===== src/rtl/logic_unit_pipe_if.sv =====
// Stream bundle for logic_unit_pipe: operand beat in, result beat out, debug count.
// Latency: n/a (wires only).
// Backpressure: valid/ready on both sides; parity present only with LOGIC_UNIT_PIPE_PARITY_EN.
interface logic_unit_pipe_if #(
   parameter int WIDTH = 8,
   parameter int CNT_W = 16
);
   logic             in_valid;
   logic             in_ready;
   logic [WIDTH-1:0] a;
   logic [WIDTH-1:0] b;
   logic [2:0]       op;
   logic             out_valid;
   logic             out_ready;
   logic [WIDTH-1:0] result;
   logic             zero;
   logic [2:0]       op_out;
   logic [CNT_W-1:0] done_cnt;
`ifdef LOGIC_UNIT_PIPE_PARITY_EN
   logic             parity;
`endif

   // Producer and consumer side of the block.
   modport master (
`ifdef LOGIC_UNIT_PIPE_PARITY_EN
      input  parity,
`endif
      output in_valid, a, b, op, out_ready,
      input  in_ready, out_valid, result, zero, op_out, done_cnt
   );

   // The pipe itself.
   modport slave (
`ifdef LOGIC_UNIT_PIPE_PARITY_EN
      output parity,
`endif
      input  in_valid, a, b, op, out_ready,
      output in_ready, out_valid, result, zero, op_out, done_cnt
   );
endinterface


===== src/rtl/logic_unit_pipe.sv =====
// Two-stage bitwise logic unit (AND/OR/NOT/NAND/NOR/XOR/XNOR/PASS) with done counter and zero flag.
// Latency: 2 cycles from acceptance to result; 1 beat/cycle throughput.
// Backpressure: holds 2 beats when out_ready=0; optional parity output via LOGIC_UNIT_PIPE_PARITY_EN.
module logic_unit_pipe #(
   parameter int WIDTH = 8,
   parameter int CNT_W = 16
) (
   input  logic           core_clk,
   input  logic           rst,
   logic_unit_pipe_if.slave bus
);
   logic             s1_valid;
   logic [WIDTH-1:0] s1_a;
   logic [WIDTH-1:0] s1_b;
   logic [2:0]       s1_op;
   logic             s2_valid;
   logic [WIDTH-1:0] s2_result;
   logic             s2_zero;
   logic [2:0]       s2_op;
   logic [CNT_W-1:0] cnt;
   logic [WIDTH-1:0] op_res;
   logic             s1_load;
   logic             s2_load;
   logic             in_rdy;
   logic             handoff;

   // Stage advance: S2 takes S1 whenever S2 is empty or draining; S1 frees up when it moves.
   assign s2_load = s1_valid && (!s2_valid || bus.out_ready);
   assign in_rdy  = !s1_valid || s2_load;
   assign s1_load = bus.in_valid && in_rdy;
   assign handoff = s2_valid && bus.out_ready;

   // Bitwise operation on the S1 registers; b unused for NOT and PASS.
   always_comb begin
      op_res = s1_a;
      case (s1_op)
         3'd0:    op_res = s1_a & s1_b;
         3'd1:    op_res = s1_a | s1_b;
         3'd2:    op_res = ~s1_a;
         3'd3:    op_res = ~(s1_a & s1_b);
         3'd4:    op_res = ~(s1_a | s1_b);
         3'd5:    op_res = s1_a ^ s1_b;
         3'd6:    op_res = ~(s1_a ^ s1_b);
         default: op_res = s1_a;
      endcase
   end

   // Stage 1 valid and operand capture.
   always_ff @(posedge core_clk) begin
      if (rst) begin
         s1_valid <= 1'b0;
         s1_a     <= '0;
         s1_b     <= '0;
         s1_op    <= 3'd0;
      end else begin
         if (s1_load) begin
            s1_valid <= 1'b1;
            s1_a     <= bus.a;
            s1_b     <= bus.b;
            s1_op    <= bus.op;
         end else if (s2_load) begin
            s1_valid <= 1'b0;
         end
      end
   end

   // Stage 2 result registers; held stable while stalled.
   always_ff @(posedge core_clk) begin
      if (rst) begin
         s2_valid  <= 1'b0;
         s2_result <= '0;
         s2_zero   <= 1'b1;
         s2_op     <= 3'd0;
      end else begin
         if (s2_load) begin
            s2_valid  <= 1'b1;
            s2_result <= op_res;
            s2_zero   <= (op_res == '0);
            s2_op     <= s1_op;
         end else if (bus.out_ready) begin
            s2_valid  <= 1'b0;
         end
      end
   end

`ifdef LOGIC_UNIT_PIPE_PARITY_EN
   logic s2_parity;

   // Parity of the result, captured alongside it.
   always_ff @(posedge core_clk) begin
      if (rst) begin
         s2_parity <= 1'b0;
      end else if (s2_load) begin
         s2_parity <= ^op_res;
      end
   end

   assign bus.parity = s2_parity;
`endif

   // Completed-result counter, free-running wrap.
   always_ff @(posedge core_clk) begin
      if (rst) begin
         cnt <= '0;
      end else if (handoff) begin
         cnt <= cnt + CNT_W'(1);
      end
   end

   assign bus.in_ready  = in_rdy;
   assign bus.out_valid = s2_valid;
   assign bus.result    = s2_result;
   assign bus.zero      = s2_zero;
   assign bus.op_out    = s2_op;
   assign bus.done_cnt  = cnt;
endmodule


===== src/flat_wrapper.sv =====
// flat-port wrapper written by rule: the top's interface ports become plain ports
module logic_unit_pipe_flat 
#(
   parameter int WIDTH = 8,
   parameter int CNT_W = 16
)
  (core_clk, rst, bus_in_valid, bus_a, bus_b, bus_op, bus_out_ready, bus_in_ready, bus_out_valid, bus_result, bus_zero, bus_op_out, bus_done_cnt);
  logic_unit_pipe_if #(.WIDTH(WIDTH), .CNT_W(CNT_W)) bus_i ();
  input  logic core_clk;
  input  logic rst;
  input wire logic [$bits(bus_i.in_valid)-1:0] bus_in_valid;
  input wire logic [$bits(bus_i.a)-1:0] bus_a;
  input wire logic [$bits(bus_i.b)-1:0] bus_b;
  input wire logic [$bits(bus_i.op)-1:0] bus_op;
  input wire logic [$bits(bus_i.out_ready)-1:0] bus_out_ready;
  output wire logic [$bits(bus_i.in_ready)-1:0] bus_in_ready;
  output wire logic [$bits(bus_i.out_valid)-1:0] bus_out_valid;
  output wire logic [$bits(bus_i.result)-1:0] bus_result;
  output wire logic [$bits(bus_i.zero)-1:0] bus_zero;
  output wire logic [$bits(bus_i.op_out)-1:0] bus_op_out;
  output wire logic [$bits(bus_i.done_cnt)-1:0] bus_done_cnt;
  assign bus_i.in_valid = bus_in_valid;
  assign bus_i.a = bus_a;
  assign bus_i.b = bus_b;
  assign bus_i.op = bus_op;
  assign bus_i.out_ready = bus_out_ready;
  assign bus_in_ready = bus_i.in_ready;
  assign bus_out_valid = bus_i.out_valid;
  assign bus_result = bus_i.result;
  assign bus_zero = bus_i.zero;
  assign bus_op_out = bus_i.op_out;
  assign bus_done_cnt = bus_i.done_cnt;
  logic_unit_pipe #(.WIDTH(WIDTH), .CNT_W(CNT_W)) u_core (.core_clk(core_clk), .rst(rst), .bus(bus_i));
endmodule

===== config.mk =====
export PLATFORM = sky130hd
export DESIGN_NAME = logic_unit_pipe_flat
export DESIGN_NICKNAME = d
export VERILOG_FILES = /design/src/rtl/logic_unit_pipe_if.sv /design/src/rtl/logic_unit_pipe.sv /design/src/flat_wrapper.sv
export SDC_FILE = /design/constraint.sdc
export NUM_CORES = 1
export LEC_CHECK = 0
export ABC_AREA = 0
export BUFFER_PORTS_ARGS = -buffer_cell sky130_fd_sc_hd__buf_2
export CAP_MARGIN = 20
export CORE_AREA = 2 2 74 104
export CTS_BUF_LIST = sky130_fd_sc_hd__clkbuf_2 sky130_fd_sc_hd__clkbuf_4 sky130_fd_sc_hd__clkbuf_8
export DETAILED_ROUTE_END_ITERATION = 7
export DIE_AREA = 0 0 76 106
export HOLD_SLACK_MARGIN = 0.15
export SLEW_MARGIN = 20
export SYNTH_ARGS = -nofsm -noshare
export SYNTH_HDL_FRONTEND = slang
export SYNTH_SLANG_ARGS = --single-unit

===== constraint.sdc =====
create_clock -name core_clk -period 5.3 [get_ports core_clk]
set_input_delay 0.265 -clock core_clk [delete_from_list [all_inputs] [get_ports core_clk]]
set_output_delay 0.265 -clock core_clk [all_outputs]
set_load 0.01 [all_outputs]

# == After elaboration in Yosys (flattened, before gate mapping) ==
# Cells that the tools add are included.
# totals
register_bits,49
latch_bits,0
ramBits,0
rom_bits,0
in_bits,23
output_inout_bits,30
n_memories,0
# op_classes
n_addsub,1
n_mul,0
n_div,0
order_cmp,0
n_eq_ne,6
n_shift,0
mux,5
bitwise,7
n_reduce_logical,11
# op_table
cell,n
case mux 8 bit (7 select lines),1
inverter 8 bit,4
adder 16 x 1 -> 16 bit (second input constant),1
equality test 3 bit (second input constant),3
bitwise AND 8 bit,1
logical NOT 8 bit,1
OR 8 bit,1
bitwise XOR 8 bit,1
equality test 3 x 2 -> 1 bit (second input constant),2
two-way mux 1 bit,4
nonzero test 2 bit,2
equality test 3 x 1 -> 1 bit (second input constant),1
logical AND 1 bit,3
logical NOT 3 bit,1
logical NOT 1 bit,2
logical OR 1 bit,2

# == Depth between registers and ports, before layout ==
# logic_depth
ltp_word,6
ltp_mapped,8
depth_no_buf,7

# == Worst setup path after synthesis ==
# Ideal clock, no wire load.
# synth_timing
kind,flip-flop to flip-flop
from,register u_core.s1_a[7]
to,"register u_core.s2_zero, in the netlist u_core.bus.zero"
arrival_time_ps,1610
t_required_ps,5216
path_slack_ps,3606
path_stages_with_launch,8
n_path_buf,0
cell_sequence,dfxtp_1 inv_1 ha_1 nor2b_1 o311a_1 a2111oi_4 o221ai_2 o31ai_2
# synth_between
elab_chain_len,4
word_cells_on_any_way,9
cone_classes,1 x mux; 7 x bitwise; 1 x reduce/logical
# synth_rtl
item,line,text
from (decl),logic_unit_pipe.sv:13,logic [WIDTH-1:0] s1_a;
from (signal assigned),logic_unit_pipe.sv:58,s1_a <= bus.a;
"bitwise XOR 8 bit, or another cell as far along","logic_unit_pipe.sv:42, logic_unit_pipe.sv:43",
inverter 8 bit (on tied branches),"logic_unit_pipe.sv:43, logic_unit_pipe.sv:40, logic_unit_pipe.sv:41",
case mux 8 bit (7 select lines) (*),logic_unit_pipe.sv:36,case (s1_op)
logical NOT 8 bit (*),logic_unit_pipe.sv:78,s2_zero <= (op_res == '0);
to (signal assigned),logic_unit_pipe.sv:78,
to (decl),logic_unit_pipe.sv:18,logic s2_zero;
# Every way passes the cells marked *; elsewhere a longest branch is shown, timed or not.
# A chain may end at the register's enable or synchronous reset.

# == Worst setup path after layout ==
# layout_timing
from,register u_core.s1_op[1]
to,"register u_core.s2_result[0], in the netlist u_core.bus.result[0]"
# layout_between
elab_chain_len,2
word_cells_on_any_way,8
cone_classes,6 x eq/ne; 1 x mux; 1 x reduce/logical
# layout_rtl
item,line,text
from (decl),logic_unit_pipe.sv:15,logic [2:0] s1_op;
from (signal assigned),logic_unit_pipe.sv:60,s1_op <= bus.op;
"equality test 3 bit, or another cell as far along",logic_unit_pipe.sv:36,
case mux 8 bit (7 select lines) (*),logic_unit_pipe.sv:36,
to (signal assigned),logic_unit_pipe.sv:77,s2_result <= op_res;
to (decl),logic_unit_pipe.sv:17,logic [WIDTH-1:0] s2_result;
# Marked as above.

==> out/metrics.csv <==
metric,value,unit
status,"complete, no violations",
ratio of final minimum period to clock period,41.6,%
DP HPWL,4.18,mm
Setup crit start kind,flop,
clock buffer depth,2,
final setup fails,0,
fmax,453,MHz
Vias,2347,
clk_lat worst skew,300,ps
worst reg2reg path endpoint,u_core.bus.result[0]$_SDFFE_PP0P_,
DRT iter0 DRCs,73,
GP Congestion,0.788,
worst min path class,input port to flop,
CTS Buf Count,5,
Avg WL per Cell,12.1,um
# IOs,53,
TNS Setup,0,ps
Final nets,413,
"Min Clock Period, post-route",2210,ps
Die Wd,76,um
most common cell in the synthesized netlist,nand2_1,
Core ar.,7180,um^2
num rows,37,
Peak VDD IR,0.000120,V
Die Span Y,106,um
drt drc,0,
"Req. time, crit path",5510,ps
Initial Util,38.7,%
ys async rst share,0,%
number of synthesized flops with an enable pin,0,
vias in the first global route,2171,
Setup Skew,6.97,ps
GRT overflow,0,
"Max FO, Critical Path",19,
Root Driver,clkbuf_8,
die area,8060,um^2
"top cells by count, synth","nand2_1, dfxtp_1, a21oi_1",
pin count of the biggest net entering global routing,50,
Area Growth Syn to Fin,12.6,%
synth top area cells,"dfxtp_1, nand2_1, ha_1",
Initial DRT Pass Iterations,4,
vias per cell,4.98,
hold_ws,187,ps
Post-Syn Area,2780,um^2
filler instances,767,
Post-CTS Setup Inserts,0,
pre-CTS WS,3110,ps
diode count,0,
RSZ-0062 raised after global routing,false,
pwr/cell area,236,nW/um^2
DRT Wirelength,5.71,mm
share of layout cells above drive strength 1,19.8,%
Post-CTS Resized,0,
Seq cells post-synth,49,
worst r2r src,u_core.s1_op[1]$_SDFFE_PP0P_,
post-synth top area share,35.3,%
Maximum Capacitance Violations,0,
CTS Sinks,49,
PnR worst setup slack,3090,ps
WHS Endpoint,u_core.s1_a[4]$_SDFFE_PP0P_,
R2R setup slack,3090,ps
Util after Layout,43.6,%
global-route wire length before repair,9.74,mm
min-delay src,bus_a[4],
PortBufs,52,
Synth Flop Type,dfxtp_1,
overall power,0.000737,W
CP arrival,2420,ps
WHS Path Cells,3,
initial antenna violation count,0,
Routed Antenna Nets,0,
Mapped Cells,332,
H-tree depth,2,
Final Max Tran Viols,0,
LEAKAGE,1.30,nW
Clock transition at path regs,100,ps
syn nets,372,
crit end category,flop,
Relative slew margins,36.9,%
CTS tree,yes,
Yosys cell types,48,
sequential area share after synthesis,35.3,%
Final Hold Vio Count,0,
hold_buf cts,0,
Mean Syn Cell Area,8.37,um^2
Crit Path Class,flop to flop,
cell taking the most area after synthesis,dfxtp_1,
YS warnings,0,
R2R cell count,4,
Global Route Usage Sum,14.6,%
Worst-Margin Slew,946,ps
cell families (layout without fill, tap and decap cells):
group | Yosys count | in the layout | synth area share, %
AOI/OAI and AO/OA | 56 | 56 | 14.0
xor gates and xnor gates | 14 | 14 | 4.41
adders and majority gates | 17 | 17 | 7.65
buffers and inverters | 41 | 83 | 7.65
DFF | 49 | 49 | 35.3
muxes | 18 | 18 | 7.97
and+or+nand+nor | 137 | 137 | 23.0
sequential cells by signal (all words and copies together), names as in the netlist:
signal                count
u_core.bus.out_valid      1
u_core.bus.result         8
u_core.s1_valid           1
u_core.s1_a               8
u_core.s1_b               8
u_core.bus.zero           1
u_core.s1_op              3
u_core.bus.done_cnt      16
u_core.bus.op_out         3
where the power goes:
group          switching [W]  total [W]  internal, W
Clock               0.000132   0.000226    0.0000940
Sequential         0.0000187   0.000401     0.000382
Combinational      0.0000582   0.000110    0.0000518
Total               0.000209   0.000737     0.000528
critical path, cell delays in order, from the launching register on:
cell and delay, ps:
dfxtp_1 690, buf_4 350, mux2_2 360, mux4_2 460, a211oi_1 250
per-stage QoR:
step	cells	instance area [um^2]
final	471	3130
after global routing	471	3130
after CTS	471	3130
after detailed placement	463	3040
after global placement	463	3040
after floorplan	332	2780
routing by layer:
metal / part of all wire [%] / vias up / global-route usage (%)
li1: - / 1205 / -
met2: 50 / 50 / 27.3
met4: 0.89 / 0 / 4.68
met3: 4.9 / 2 / 3.65
met5: 0 / - / 0
met1: 44 / 1090 / 16.2
layout make-up:
type | count | area, um^2 | area share (%)
Tap cell | 97 | 121 | 3.88
Multi-Input combinational cell | 242 | 1590 | 50.7
Timing Repair Buffer | 53 | 268 | 8.56
Inverter | 22 | 82.6 | 2.64
Clock buffer | 5 | 68.8 | 2.20
Sequential cell | 49 | 981 | 31.3
Clock inverter | 3 | 21.3 | 0.680
cell usage in the layout (no fill, tap or decap), types with 3 or more instances in the layout:
cell type and n:
nand2_1 62, buf_2 52, dfxtp_1 49, a21oi_1 31, nor2_1 28, inv_1 22
ha_1 17, mux2i_1 12, nor2b_1 10, nand3_1 10, xor2_1 9, xnor2_1 5
clkbuf_8 5, and3_1 4, a211oi_1 4, nand4_1 3, o21ai_0 3, nand2b_1 3
or3_1 3, o22a_1 3, mux2_2 3, mux4_2 3
worst max-delay path by stage:
stage,from,end,slack (ps),cells past startpoint
global route,u_core.s1_op[1]$_SDFFE_PP0P_,u_core.bus.result[0]$_SDFFE_PP0P_,2930,4
detailed placement,u_core.s1_op[1]$_SDFFE_PP0P_,u_core.bus.result[0]$_SDFFE_PP0P_,3110,4
finish,u_core.s1_op[1]$_SDFFE_PP0P_,u_core.bus.result[0]$_SDFFE_PP0P_,3090,4
floorplan,u_core.s1_a[7]$_SDFFE_PP0P_,u_core.bus.zero$_SDFFE_PP1P_,3610,7
global placement,u_core.s1_op[1]$_SDFFE_PP0P_,u_core.bus.result[4]$_SDFFE_PP0P_,3160,4
CTS,u_core.s1_op[1]$_SDFFE_PP0P_,u_core.bus.result[0]$_SDFFE_PP0P_,3070,4
(Power assumes the default switching activity.)
